--- config.mk ---
export PLATFORM = sky130hd
export DESIGN_NAME = shift_right_unit
export DESIGN_NICKNAME = d
export VERILOG_FILES = /design/src/rtl/mips_shift_pkg.sv /design/src/rtl/shr_step.sv /design/src/rtl/shift_right_unit.sv
export SDC_FILE = /design/constraint.sdc
export NUM_CORES = 1
export LEC_CHECK = 0
export CAP_MARGIN = 20
export CORE_UTILIZATION = 40
export CTS_CLUSTER_SIZE = 24
export DETAILED_ROUTE_END_ITERATION = 10
export HOLD_SLACK_MARGIN = 0.05
export PLACE_DENSITY = 0.74
export SYNTH_ARGS = -nofsm -noshare
export SYNTH_HDL_FRONTEND = slang
export SYNTH_SLANG_ARGS = --single-unit
--- constraint.sdc ---
create_clock -name clk -period 3 [get_ports clk]
set_clock_uncertainty 0.2 [all_clocks]
set_input_delay 0.6 -clock clk [delete_from_list [all_inputs] [get_ports clk]]
set_output_delay 0.6 -clock clk [all_outputs]
set_load 0.03 [all_outputs]
--- src/rtl/mips_shift_pkg.sv ---
// Shared definitions for the multi-cycle right-shift unit: FSM states and
// default datapath geometry.
package mips_shift_pkg;

    localparam int WIDTH_DEF   = 32;
    localparam int SHAMT_W_DEF = 5;

    typedef enum logic [1:0] {
        IDLE  = 2'd0,
        SHIFT = 2'd1,
        DONE  = 2'd2
    } state_e;

endpackage

--- src/rtl/shr_step.sv ---
// Single-bit right shift: drops the LSB and inserts fill_i at the MSB.
module shr_step #(
    parameter int WIDTH = 32
) (
    input  logic [WIDTH-1:0] data_i,
    input  logic             fill_i,
    output logic [WIDTH-1:0] data_o
);

    assign data_o = {fill_i, data_i[WIDTH-1:1]};

endmodule

--- src/rtl/shift_right_unit.sv ---
// Iterative right shifter, one bit per clock, with an IDLE/SHIFT/DONE handshake.
// Sign-fill (arithmetic) shifts exist only when SHIFT_RIGHT_ARITH_EN is defined.
module shift_right_unit
    import mips_shift_pkg::*;
#(
    parameter int WIDTH   = WIDTH_DEF,
    parameter int SHAMT_W = SHAMT_W_DEF
) (
    input  logic               clk,
    input  logic               rst_n,
    input  logic               start,
    input  logic [WIDTH-1:0]   operand,
    input  logic [SHAMT_W-1:0] shamt,
    input  logic               arith,
    output logic               busy,
    output logic               done,
    output logic [WIDTH-1:0]   result
);

    state_e             state_q, state_d;
    logic [WIDTH-1:0]   shift_q, shift_d;
    logic [SHAMT_W-1:0] count_q, count_d;
    logic               fill_q;
    logic               accept;
    logic               fillBit;
    logic [WIDTH-1:0]   stepOut;

    assign accept = start && ((state_q == IDLE) || (state_q == DONE));

`ifdef SHIFT_RIGHT_ARITH_EN
    always_ff @(posedge clk or negedge rst_n) begin
        if (!rst_n) begin
            fill_q <= 1'b0;
        end else if (accept) begin
            fill_q <= arith;
        end
    end
`else
    logic unusedArith;
    assign unusedArith = arith;
    assign fill_q      = 1'b0;
`endif

    // The MSB never changes during an arithmetic shift, so it still holds the captured sign.
    assign fillBit = fill_q & shift_q[WIDTH-1];

    shr_step #(
        .WIDTH (WIDTH)
    ) u_step (
        .data_i (shift_q),
        .fill_i (fillBit),
        .data_o (stepOut)
    );

    always_ff @(posedge clk or negedge rst_n) begin
        if (!rst_n) begin
            state_q <= IDLE;
            shift_q <= '0;
            count_q <= '0;
        end else begin
            state_q <= state_d;
            shift_q <= shift_d;
            count_q <= count_d;
        end
    end

    always_comb begin
        state_d = state_q;
        case (state_q)
            IDLE:    if (start) state_d = SHIFT;
            SHIFT:   if (count_q == '0) state_d = DONE;
            DONE:    state_d = start ? SHIFT : IDLE;
            default: state_d = IDLE;
        endcase
    end

    always_comb begin
        shift_d = shift_q;
        count_d = count_q;
        if (accept) begin
            shift_d = operand;
            count_d = shamt;
        end else if ((state_q == SHIFT) && (count_q != '0)) begin
            shift_d = stepOut;
            count_d = count_q - SHAMT_W'(1);
        end
    end

    always_comb begin
        busy = (state_q == SHIFT);
        done = (state_q == DONE);
    end

    assign result = shift_q;

endmodule

# [After elaboration in Yosys (flattened, before gate mapping)]
# Cells that the tools add are included.
[word_totals] register_bits=39 in_bits=41 out_inout_bits=34 wordCells=24
[classes] addsub=1 eq_ne=4 n_mux=8 reduce_logical=8
[ops] cell="2-to-1 mux 32 bit" n=2
[ops] cell="2-to-1 mux 5 bit" n=2
[ops] cell="case mux 2 bit (3 select lines)" n=1
[ops] cell="zero test 5 bit" n=1
[ops] cell="nonzero test 5 bit" n=1
[ops] cell="subtractor 5 x 1 -> 5 bit (second input constant)" n=1
[ops] cell="2-to-1 mux 2 bit" n=2
[ops] cell="== test 2 x 1 -> 1 bit (second input constant)" n=1
[ops] cell="== test 2 bit (second input constant)" n=1
[ops] cell="logical AND 1 bit" n=2
[ops] cell="zero test 2 bit" n=1
[ops] cell="inequality test 2 x 1 -> 1 bit (second input constant)" n=1
[ops] cell="inequality test 2 bit (second input constant)" n=1
[ops] cell="AND reduction 2 bit" n=1
[ops] cell="nonzero test 2 bit" n=1
[ops] cell="logical OR 1 bit" n=1
[ops] cell="2-to-1 mux 1 bit" n=1

# [Logic depth before layout (Yosys ltp)]
[depth] word_depth=4 ltp_mapped=7 depth_no_buf=5

# [Hierarchy]
# A second synthesis with hierarchy kept.
[hier_totals] cells_unflattened=254 area_unflattened_um2=2233.4
[by_module_without_submodules] module="shift_right_unit" n_inst=1 cells_each=222 area_per_inst_um2=1993.2 seq_area_each_um2=975.9
[by_module_without_submodules] module="shr_step" n_inst=1 cells_each=32 area_per_inst_um2=240.2 seq_area_each_um2=0.0

# [Worst setup path after synthesis]
# Ideal clock, no wire load.
[synth_timing] path_kind="reg2out" startpoint="reg state_q[1]" endpoint="out busy" arrival_ns=1.242 required_time_ns=2.200 path_slack_ns=0.958 stages_incl_launch_ff=5 path_buffers=2 cell_sequence="dfrtp_1 -> nand2b_1 -> buf_2 -> clkinv_1 -> buf_1"
[synth_between] elab_chain_cells=1
[synth_lines] element="start: declaration" line="shift_right_unit.sv:20" rtl="state_e state_q, state_d;"
[synth_lines] element="start signal: assignment" line="shift_right_unit.sv:61" rtl="state_q <= state_d;"
[synth_lines] element="== test 2 x 1 -> 1 bit" line="shift_right_unit.sv:90" rtl="busy = (state_q == SHIFT);"
[synth_lines] element="end: declaration" line="shift_right_unit.sv:15" rtl="output logic busy,"
# No other way between the ends.

# [Final worst setup path]
# Same ends and word-level chain as after synthesis.

==> reports/metrics.cfg <==
[finish]
layout_commonest_cell=clkdlybuf4s50_1
layout_common_cells=clkdlybuf4s50_1, dfrtp_1, nor2_1
drive_gt1_share_pct=6.97
syn2layout_area_growth_pct=42.6
regArea_sq_um=976
fin_nets=329
multi_input_area_sq_um=847
antennaDiodeCount=0
fill_cells=444

[placement]
place.gp.congestion=0.802
portBuffers=73
hpwl_um=3340

[clocking]
path_clk_slew_ns=0.07
cts_root_buffer=clkbuf_8
post_cts_buffers=0
clk_latency_ns=0.28
htree_levels=2
clkSinkCount=39
cts_made_buffers=5
cts_tree=done
hold_buffers=0
cts-resized-gates=0
clk_path_buf_depth=2

[route]
drt_iter0_drc=197
antenna_left=0
wire_per_inst_um=14.9
vias_per_cell=5.56
routed_wl_um=5260
vias=1967
dr.pass1.iters=4
route.detailed.drc=0

[timing]
finalCriticalPeriod_ns=2.43
hold_viol=0
max_freq_mhz=411
rsz0062_at_grt=false
fin_setup_tns_ns=0
final_max_slew_viol_count=0
tightest_slew_ns=0.876
setup_viol=0
period_share_pct=81.0
relSlewSlack_pct=41.6

[floorplanning]
fp.dieW_um=72.1
ios=75
floorplan.initialDensity_pct=41.6
core_area_sq_mm=0.00472
die_h_um=72.1
rows=25
die-area_sq_mm=0.00520

[global_route]
antenna_found_initial=0
grt_max_degree=40
grt_pass1_vias=1753
gr-total-overflow=0
grt_pass1_wl_um=8480
grt_usage_pct=20.8

[logic_synthesis]
synth_fp_nets=262
syn-mean-instance-area_sq_um=8.93
yosysTopAreaCell=dfrtp_1
mappedNetlistArea_sq_mm=0.00197
yosys_warnings=0
netlist_top_cells_area=dfrtp_1, a31oi_1, a21oi_1
yosys.cell_types.count=29
syn_inst=220
synth-seq-cells=39
synth_seq_area_share_pct=49.6
yosysTopAreaCellShare_pct=49.6

[critical_path]
cp_max_fo=3
cp-endpoint=busy
criticalPathCategory=flop to output port
worst_path_largest_cell_delay_ns=0.71
end_kind=output port
cp.depth=3
cp_slowest_cell=clkdlybuf4s50_1
crit_arrival_ns=1.63
rr_worst_depth=6
required_ns=2.20
startpoint_type=flop
crit-reg2reg-launch=count_q[0]
critical_path.n_buffers_inverters=2
cpLargestDelayFamily=buffers and inverters
reg2reg_to=result[23]
startpoint=state_q[1]
r2r_slack_ns=0.86
path_cells=nand2b_1 > clkinv_1 > clkdlybuf4s50_1

[power]
p_total_mw=3.35
leakage_nw=1.12
p_per_area_mw_per_mm2=1200
ir_worst_vdd_v=0.000531

[min_path]
hold_path.class=primary input to async pin

[run]
drv_cap=0

[outcome]
status=finished clean

## where the power goes
group	leakage (nW)	internal (mW)	switching, mW
combinational	0.604	0.837	1.13
sequential	0.465	0.804	0.223
clock	0.0470	0.181	0.178
## metal layers
metal | routed length [um] | share of wire (%) | global-route usage (%)
met5 | 0 | 0 | 0
met4 | 38 | 0.72 | 5.01
met3 | 428 | 8.1 | 6.39
met2 | 2450 | 47 | 31.8
met1 | 2350 | 45 | 28.9
## final cells by class
type                       count  share of cell area [%]
tap                           67                    2.99
clock buffer                   6                    2.95
inverter                       4                   0.536
sequential                    39                    34.8
multi-input combinational    155                    30.2
clock inverter                 1                   0.179
timing repair buffer          82                    28.3
## worst min-delay path by stage
| stage | cells after the start | end | slack, ns |
|---|---|---|---|
| CTS | 1 | result[3] | 0.26 |
| floorplan | 0 | count_q[0] | 0.10 |
| finish | 1 | count_q[1] | 0.23 |
| global route | 1 | result[22] | 0.30 |
| global placement | 2 | result[0] | 0.33 |
| detailed placement | 2 | result[24] | 0.36 |
## state kept, by name, summed over array words and instances, names as in the netlist
| signal | count |
|---|---|
| count_q | 5 |
| result | 32 |
| state_q | 2 |
## metrics by stage
step / util (%) / cell area [sq um] / instances / worst slack [ns] / hold WS [ns]
6_report: 59.3 / 2800 / 354 / 0.569 / 0.235
5_1_grt: 59.3 / 2800 / 354 / 0.499 / 0.299
4_1_cts: 59.3 / 2800 / 354 / 0.568 / 0.261
2_1_floorplan: - / 1970 / 220 / 0.958 / 0.104
3_3_place_gp: 57.5 / 2720 / 347 / 0.644 / 0.326
3_5_place_dp: 57.5 / 2720 / 347 / 0.603 / 0.355
## worst register-to-register path, stage by stage (launching register included)
cell	delay (ns)
dfrtp_1	0.40
inv_1	0.11
ha_1	0.26
or4b_1	0.45
buf_4	0.25
a31oi_1	0.25
a21oi_1	0.10
## Yosys cell counts
cell type	n
nor4b_1	1
mux2_2	1
o41ai_1	1
o21ai_0	29
dfrtp_1	39
nor4b_4	1
a31oi_1	33
a21o_1	1
buf_2	5
or4b_1	1
nor2_1	34
a21oi_1	32
o21ai_1	5
clkbuf_1	8
a221o_1	1
nor3_1	1
nand2b_1	3
inv_1	3
buf_6	1
o2111ai_1	1
buf_1	5
nand2_1	3
a41oi_1	1
clkinv_1	1
buf_8	3
a22o_1	1
nor2b_1	3
a21boi_0	1
ha_1	1
## logic make-up (layout without fill, tap and decap cells)
kind of cell / Yosys count / count (layout) / share of synthesized area [%]
flip-flops: 39 / 39 / 49.7
adder cells (fa/ha/maj): 1 / 1 / 0.636
buffers and inverters: 26 / 93 / 7.38
AO/OA/AOI/OAI: 106 / 106 / 30.4
multiplexers: 1 / 1 / 0.573
AND/OR/NAND/NOR: 47 / 47 / 11.4
(Power assumes the default switching activity.)
